**config.mk**
```make
export PLATFORM = sky130hd
export DESIGN_NAME = regfile_scoreboard_flat
export DESIGN_NICKNAME = d
export VERILOG_FILES = /design/src/rtl/regfile_scoreboard_if.sv /design/src/rtl/regfile_scoreboard.sv /design/src/flat_wrapper.sv
export SDC_FILE = /design/constraint.sdc
export NUM_CORES = 2
export LEC_CHECK = 0
export BUFFER_PORTS_ARGS = -buffer_cell sky130_fd_sc_hd__buf_4
export CORE_ASPECT_RATIO = 1.2
export CORE_UTILIZATION = 55
export DETAILED_ROUTE_END_ITERATION = 10
export HOLD_SLACK_MARGIN = 0.03
export PLACE_DENSITY = 0.71
export RECOVER_POWER = 25
export SYNTH_ARGS = -nofsm -noshare
export SYNTH_HDL_FRONTEND = slang
export SYNTH_SLANG_ARGS = --single-unit
export TNS_END_PERCENT = 20
```
**constraint.sdc**
```tcl
create_clock -name clk -period 75.5 [get_ports clk]
set_input_delay 7.55 -clock clk [delete_from_list [all_inputs] [get_ports clk]]
set_output_delay 7.55 -clock clk [all_outputs]
set_load 0.02 [all_outputs]
```
**src/rtl/regfile_scoreboard_if.sv**
```systemverilog
// Bus interface for regfile_scoreboard: write port, allocate port, two read
// ports with their busy flags, and the aggregate busy indication.
// master = decode/execute side driving the file, slave = the register file.
interface regfile_scoreboard_if #(
    parameter int WIDTH = 64,
    parameter int SEL_W = 5
);
    logic             write;
    logic [SEL_W-1:0] sel_w;
    logic [WIDTH-1:0] data_in;
    logic [SEL_W-1:0] sel_r1;
    logic [SEL_W-1:0] sel_r2;
    logic [WIDTH-1:0] data_out1;
    logic [WIDTH-1:0] data_out2;
    logic             alloc;
    logic [SEL_W-1:0] sel_a;
    logic             busy1;
    logic             busy2;
    logic             any_busy;

    modport master (
        output write, sel_w, data_in, sel_r1, sel_r2, alloc, sel_a,
        input  data_out1, data_out2, busy1, busy2, any_busy
    );

    modport slave (
        input  write, sel_w, data_in, sel_r1, sel_r2, alloc, sel_a,
        output data_out1, data_out2, busy1, busy2, any_busy
    );
endinterface

```
**src/rtl/regfile_scoreboard.sv**
```systemverilog
// regfile_scoreboard: parametrised register file with a per-register busy
// scoreboard. Two combinational read ports, one clocked write port and one
// clocked allocate port. ZERO_REG selects a hardwired-zero index (-1: none).
// Optional macro REGFILE_BYPASS_EN forwards the in-flight write data (and
// clears the reported busy flag) to a read port selecting the same register.
module regfile_scoreboard #(
    parameter int WIDTH    = 64,
    parameter int DEPTH    = 32,
    parameter int SEL_W    = 5,
    parameter int ZERO_REG = 31
) (
    input logic                clk,
    input logic                rst,
    regfile_scoreboard_if.slave bus
);

    // An index is backed by storage only when in range and not the zero register.
    function automatic logic idx_ok(input logic [SEL_W-1:0] sel);
        return (int'(sel) < DEPTH) && (int'(sel) != ZERO_REG);
    endfunction

    logic [WIDTH-1:0] regs [DEPTH];
    logic [DEPTH-1:0] busy;
    logic [DEPTH-1:0] busy_next;
    logic             wr_ok;
    logic             al_ok;
    logic [WIDTH-1:0] rd_data1;
    logic [WIDTH-1:0] rd_data2;
    logic             rd_busy1;
    logic             rd_busy2;

    assign wr_ok = bus.write && idx_ok(bus.sel_w);
    assign al_ok = bus.alloc && idx_ok(bus.sel_a);

    // Next scoreboard: a write retires its producer, an allocate issues a new one (allocate wins).
    always_comb begin
        busy_next = busy;
        if (wr_ok) begin
            busy_next[bus.sel_w] = 1'b0;
        end else begin
            busy_next = busy_next;
        end
        if (al_ok) begin
            busy_next[bus.sel_a] = 1'b1;
        end else begin
            busy_next = busy_next;
        end
    end

    // Data storage: asynchronous clear, otherwise accept a valid write.
    always_ff @(posedge clk or posedge rst) begin
        if (rst) begin
            for (int i = 0; i < DEPTH; i++) begin
                regs[i] <= '0;
            end
        end else if (wr_ok) begin
            regs[bus.sel_w] <= bus.data_in;
        end
    end

    // Busy flags: asynchronous clear, otherwise load the computed scoreboard.
    always_ff @(posedge clk or posedge rst) begin
        if (rst) begin
            busy <= '0;
        end else begin
            busy <= busy_next;
        end
    end

    // Read port 1: stored value (or forwarded write data), zero for unbacked indices.
    always_comb begin
        rd_data1 = '0;
        rd_busy1 = 1'b0;
        if (rst) begin
            rd_data1 = '0;
            rd_busy1 = 1'b0;
        end else if (idx_ok(bus.sel_r1)) begin
            rd_data1 = regs[bus.sel_r1];
            rd_busy1 = busy[bus.sel_r1];
`ifdef REGFILE_BYPASS_EN
            if (wr_ok && (bus.sel_w == bus.sel_r1)) begin
                rd_data1 = bus.data_in;
                rd_busy1 = al_ok && (bus.sel_a == bus.sel_w);
            end else begin
                rd_busy1 = rd_busy1;
            end
`endif
        end else begin
            rd_data1 = '0;
            rd_busy1 = 1'b0;
        end
    end

    // Read port 2: same rules as port 1 on sel_r2.
    always_comb begin
        rd_data2 = '0;
        rd_busy2 = 1'b0;
        if (rst) begin
            rd_data2 = '0;
            rd_busy2 = 1'b0;
        end else if (idx_ok(bus.sel_r2)) begin
            rd_data2 = regs[bus.sel_r2];
            rd_busy2 = busy[bus.sel_r2];
`ifdef REGFILE_BYPASS_EN
            if (wr_ok && (bus.sel_w == bus.sel_r2)) begin
                rd_data2 = bus.data_in;
                rd_busy2 = al_ok && (bus.sel_a == bus.sel_w);
            end else begin
                rd_busy2 = rd_busy2;
            end
`endif
        end else begin
            rd_data2 = '0;
            rd_busy2 = 1'b0;
        end
    end

    assign bus.data_out1 = rd_data1;
    assign bus.data_out2 = rd_data2;
    assign bus.busy1     = rd_busy1;
    assign bus.busy2     = rd_busy2;
    assign bus.any_busy  = (!rst) && (|busy);

endmodule

```
**src/flat_wrapper.sv**
```systemverilog
// flat-port wrapper written by rule: the top's interface ports become plain ports
module regfile_scoreboard_flat 
#(
    parameter int WIDTH    = 64,
    parameter int DEPTH    = 32,
    parameter int SEL_W    = 5,
    parameter int ZERO_REG = 31
)
  (clk, rst, bus_write, bus_sel_w, bus_data_in, bus_sel_r1, bus_sel_r2, bus_alloc, bus_sel_a, bus_data_out1, bus_data_out2, bus_busy1, bus_busy2, bus_any_busy);
  regfile_scoreboard_if #(.WIDTH(WIDTH), .SEL_W(SEL_W)) bus_i ();
  input logic clk;
  input logic rst;
  input wire logic [$bits(bus_i.write)-1:0] bus_write;
  input wire logic [$bits(bus_i.sel_w)-1:0] bus_sel_w;
  input wire logic [$bits(bus_i.data_in)-1:0] bus_data_in;
  input wire logic [$bits(bus_i.sel_r1)-1:0] bus_sel_r1;
  input wire logic [$bits(bus_i.sel_r2)-1:0] bus_sel_r2;
  input wire logic [$bits(bus_i.alloc)-1:0] bus_alloc;
  input wire logic [$bits(bus_i.sel_a)-1:0] bus_sel_a;
  output wire logic [$bits(bus_i.data_out1)-1:0] bus_data_out1;
  output wire logic [$bits(bus_i.data_out2)-1:0] bus_data_out2;
  output wire logic [$bits(bus_i.busy1)-1:0] bus_busy1;
  output wire logic [$bits(bus_i.busy2)-1:0] bus_busy2;
  output wire logic [$bits(bus_i.any_busy)-1:0] bus_any_busy;
  assign bus_i.write = bus_write;
  assign bus_i.sel_w = bus_sel_w;
  assign bus_i.data_in = bus_data_in;
  assign bus_i.sel_r1 = bus_sel_r1;
  assign bus_i.sel_r2 = bus_sel_r2;
  assign bus_i.alloc = bus_alloc;
  assign bus_i.sel_a = bus_sel_a;
  assign bus_data_out1 = bus_i.data_out1;
  assign bus_data_out2 = bus_i.data_out2;
  assign bus_busy1 = bus_i.busy1;
  assign bus_busy2 = bus_i.busy2;
  assign bus_any_busy = bus_i.any_busy;
  regfile_scoreboard #(.WIDTH(WIDTH), .DEPTH(DEPTH), .SEL_W(SEL_W), .ZERO_REG(ZERO_REG)) u_core (.clk(clk), .rst(rst), .bus(bus_i));
endmodule
```
==> results by group <==
Die
  • Top Ports: 219
  • Core footprint: 196000 um^2
  • Die area: 200000 um^2
  • Initial Utilization: 55.5%
  • FP Rows: 178
  • DIE WIDTH: 408 um
  • Die Height: 489 um

Clock tree
  • H-tree depth: 4
  • Post-CTS resize count: 0
  • Clock Tree Root: clkbuf_16
  • Total clock buffers created by CTS: 209
  • CTS tree: done
  • Clock tree buffer depth: 3
  • Clk Latency, worst-skew pair: 850 ps
  • # Post-CTS Setup Buffers: 0
  • Hold_buf cts: 0
  • Clock sink count: 2080
  • CTS clock-pin slew for the worst setup and hold paths: 50 ps

Synth
  • Synth Instances: 7499
  • Post-synth ARST share: 100%
  • Seq/Total Area, Yosys: 47.8%
  • Mux share of post-synthesis cell area: 40.7%
  • Largest cells by area after synthesis: dfrtp_1 48%, mux2_2 20%, mux4_2 15%, mux2i_1 5.4%, a22oi_1 3.6%
  • Share of the synthesized area in the top cell type: 47.8%
  • XOR/XNOR share of the synthesized area: 0%
  • Main combinational cell family by area after synthesis: multiplexers
  • Syn Std Cell Area: 109000 um^2
  • Primary FF master, synth: dfrtp_1
  • Syn Nets: 7587
  • Compound-Gate Fraction of Synth Area: 5.04%
  • Post-synth EDFFs: 0
  • Synth Area in Adders: 0%
  • Synth top cells by count: 2080 x dfrtp_1, 1930 x mux2_2, 715 x mux4_2, 585 x mux2i_1, 520 x a22oi_1
  • Cell accounting for the most synthesized area: dfrtp_1
  • Synth warnings: 0
  • Most frequent cell after synthesis: dfrtp_1
  • Simple-Gate Fraction of Synth Area: 2.71%
  • Average size of a mapped cell: 14.5 um^2
  • Unique masters post-synth: 43
  • #FFs+latches synth: 2080

Placement
  • DP Worst Slack: 55760 ps
  • Inst Count DP: 9595
  • DPL Wire Length: 183000 um
  • Port-buffer cells: 218
  • Routability Congestion: 0.849

Worst setup path
  • CP Max Fanout: 104
  • Kind of critical path: input port to primary output
  • Crit path launch type: input port
  • CP required: 67950 ps
  • CP arrival: 15730 ps
  • Nature of the critical path endpoint: primary output

Power and ir drop
  • Max VDD drop: 0.0261 mV
  • Power Dens Cells: 26.6 nW/um^2
  • Power Total: 3130 uW
  • Leak Pwr: 0.0517 uW

Detailed routing
  • Final WL: 341000 um
  • Drc violations: 0
  • Remaining antenna violation count: 0
  • Wirelength per Cell: 34.2 um
  • Vias per std cell: 7.15
  • DR vias: 71300
  • Initial DRC count: 8017
  • TritonRoute pass-1 iters: 7

Final layout
  • Fin nets: 7284
  • Layout cell share with drive strength beyond 1: 45.5%
  • Post-layout util: 60.0%
  • Area growth from synthesis to layout: 8.23%
  • Final instance count without filler cells: 9969

Global route
  • First-pass GRT wire length: 502000 um
  • Initial antenna violation count: 26
  • Vias in the first global route: 73100
  • Total track usage: 34.1%
  • Grt total ovfl: 0
  • Largest net degree at the start of global routing: 196

STA
  • RSZ-0062 raised after global routing: false
  • Total negative setup slack: 0 ps
  • Fin worst setup slack: 52220 ps
  • Final Max Slew Viols: 1231
  • Final cycle utilization of the critical path: 30.8%
  • Max_slew headroom: -554%
  • Final Hold Viols: 0
  • Worst slew pin tran: 9800 ps
  • Min Tclk post-route: 23280 ps
  • Worst Skew: 0 ps
  • Endpoints failing setup: 0
  • Fmax: 0.0430 GHz

Run status
  • Failing checks: capacitance limit, slew limit
  • Status: complete, but fails checks

Run
  • Max_cap viols: 34

Hold path
  • Hold WC Path Type: register to register
worst max-delay path: stages:
cell	delay, ps
clkbuf_1	840
clkinvlp_2	4000
and4_4	1750
buf_4	560
nand3_1	200
nand4_1	400
buf_4	330
worst paths after layout:
kind,slack [ps],depth (start not counted),end,start
worst min-delay path,370,0,u_core.regs[27]$_DFFE_PP0P_,u_core.regs[27]$_DFFE_PP0P_
min in group asynchronous,8750,2,u_core.regs[714]$_DFFE_PP0P_,rst
worst max-delay path,52220,7,bus_data_out1[62],rst
worst min register to register,370,0,u_core.regs[27]$_DFFE_PP0P_,u_core.regs[27]$_DFFE_PP0P_
max in group asynchronous,55890,3,u_core.regs[7]$_DFFE_PP0P_,rst
worst max register to register,74670,1,u_core.regs[1221]$_DFFE_PP0P_,u_core.regs[1221]$_DFFE_PP0P_
placed cells by master, fill, tap and decap left out, types with 89 or more instances in the layout:
| master | count |
|---|---|
| dfrtp_1 | 2080 |
| mux2_2 | 1930 |
| mux4_2 | 715 |
| mux2i_1 | 585 |
| a22oi_1 | 520 |
| buf_4 | 331 |
| clkbuf_16 | 212 |
| nand3_1 | 132 |
| nand4_1 | 132 |
| o21ai_0 | 89 |
layout make-up:
cell class | count | area [um^2]
fill | 14900 | 78400
multi-input combinational | 4540 | 52900
sequential | 2080 | 52000
clock buffer | 313 | 6190
tap | 2610 | 3270
timing repair buffer | 364 | 2800
clock inverter | 55 | 579
antenna | 6 | 15.0
inverter | 1 | 5.00
metal layers:
layer | GRT usage [%] | routed length, um | share of wire [%]
met2 | 53.0 | 158000 | 46
met4 | 14.2 | 14900 | 4.4
met1 | 46.4 | 134000 | 39
met3 | 8.14 | 33800 | 9.9
met5 | 0 | 199 | 0.058
per-stage QoR:
step | area, um^2 | hold slack (ps)
2_1_floorplan | 109000 | 424
3_3_place_gp | 111000 | 360
3_5_place_dp | 111000 | 363
4_1_cts | 118000 | 376
5_1_grt | 118000 | 380
6_report | 118000 | 373
registers in the layout, indices dropped and copies added, names as in the netlist:
register,count
u_core.busy,32
u_core.regs,2048
power breakdown:
part           switching [uW]  total, uW  internal, uW
combinational             249        603           354
clock                     448       1040           596
sequential                158       1490          1330
total                     854       3130          2280
kinds of logic (layout without fill, tap and decap cells):
kind of cell           count (synthesis)  count (layout)
DFF                                 2080            2080
buffers and inverters                879             733
AOI/OAI and AO/OA                    758             758
other                                  0               6
and+or+nand+nor                      498             498
muxes                               3284            3284
Power figures use the tool's default switching activity.
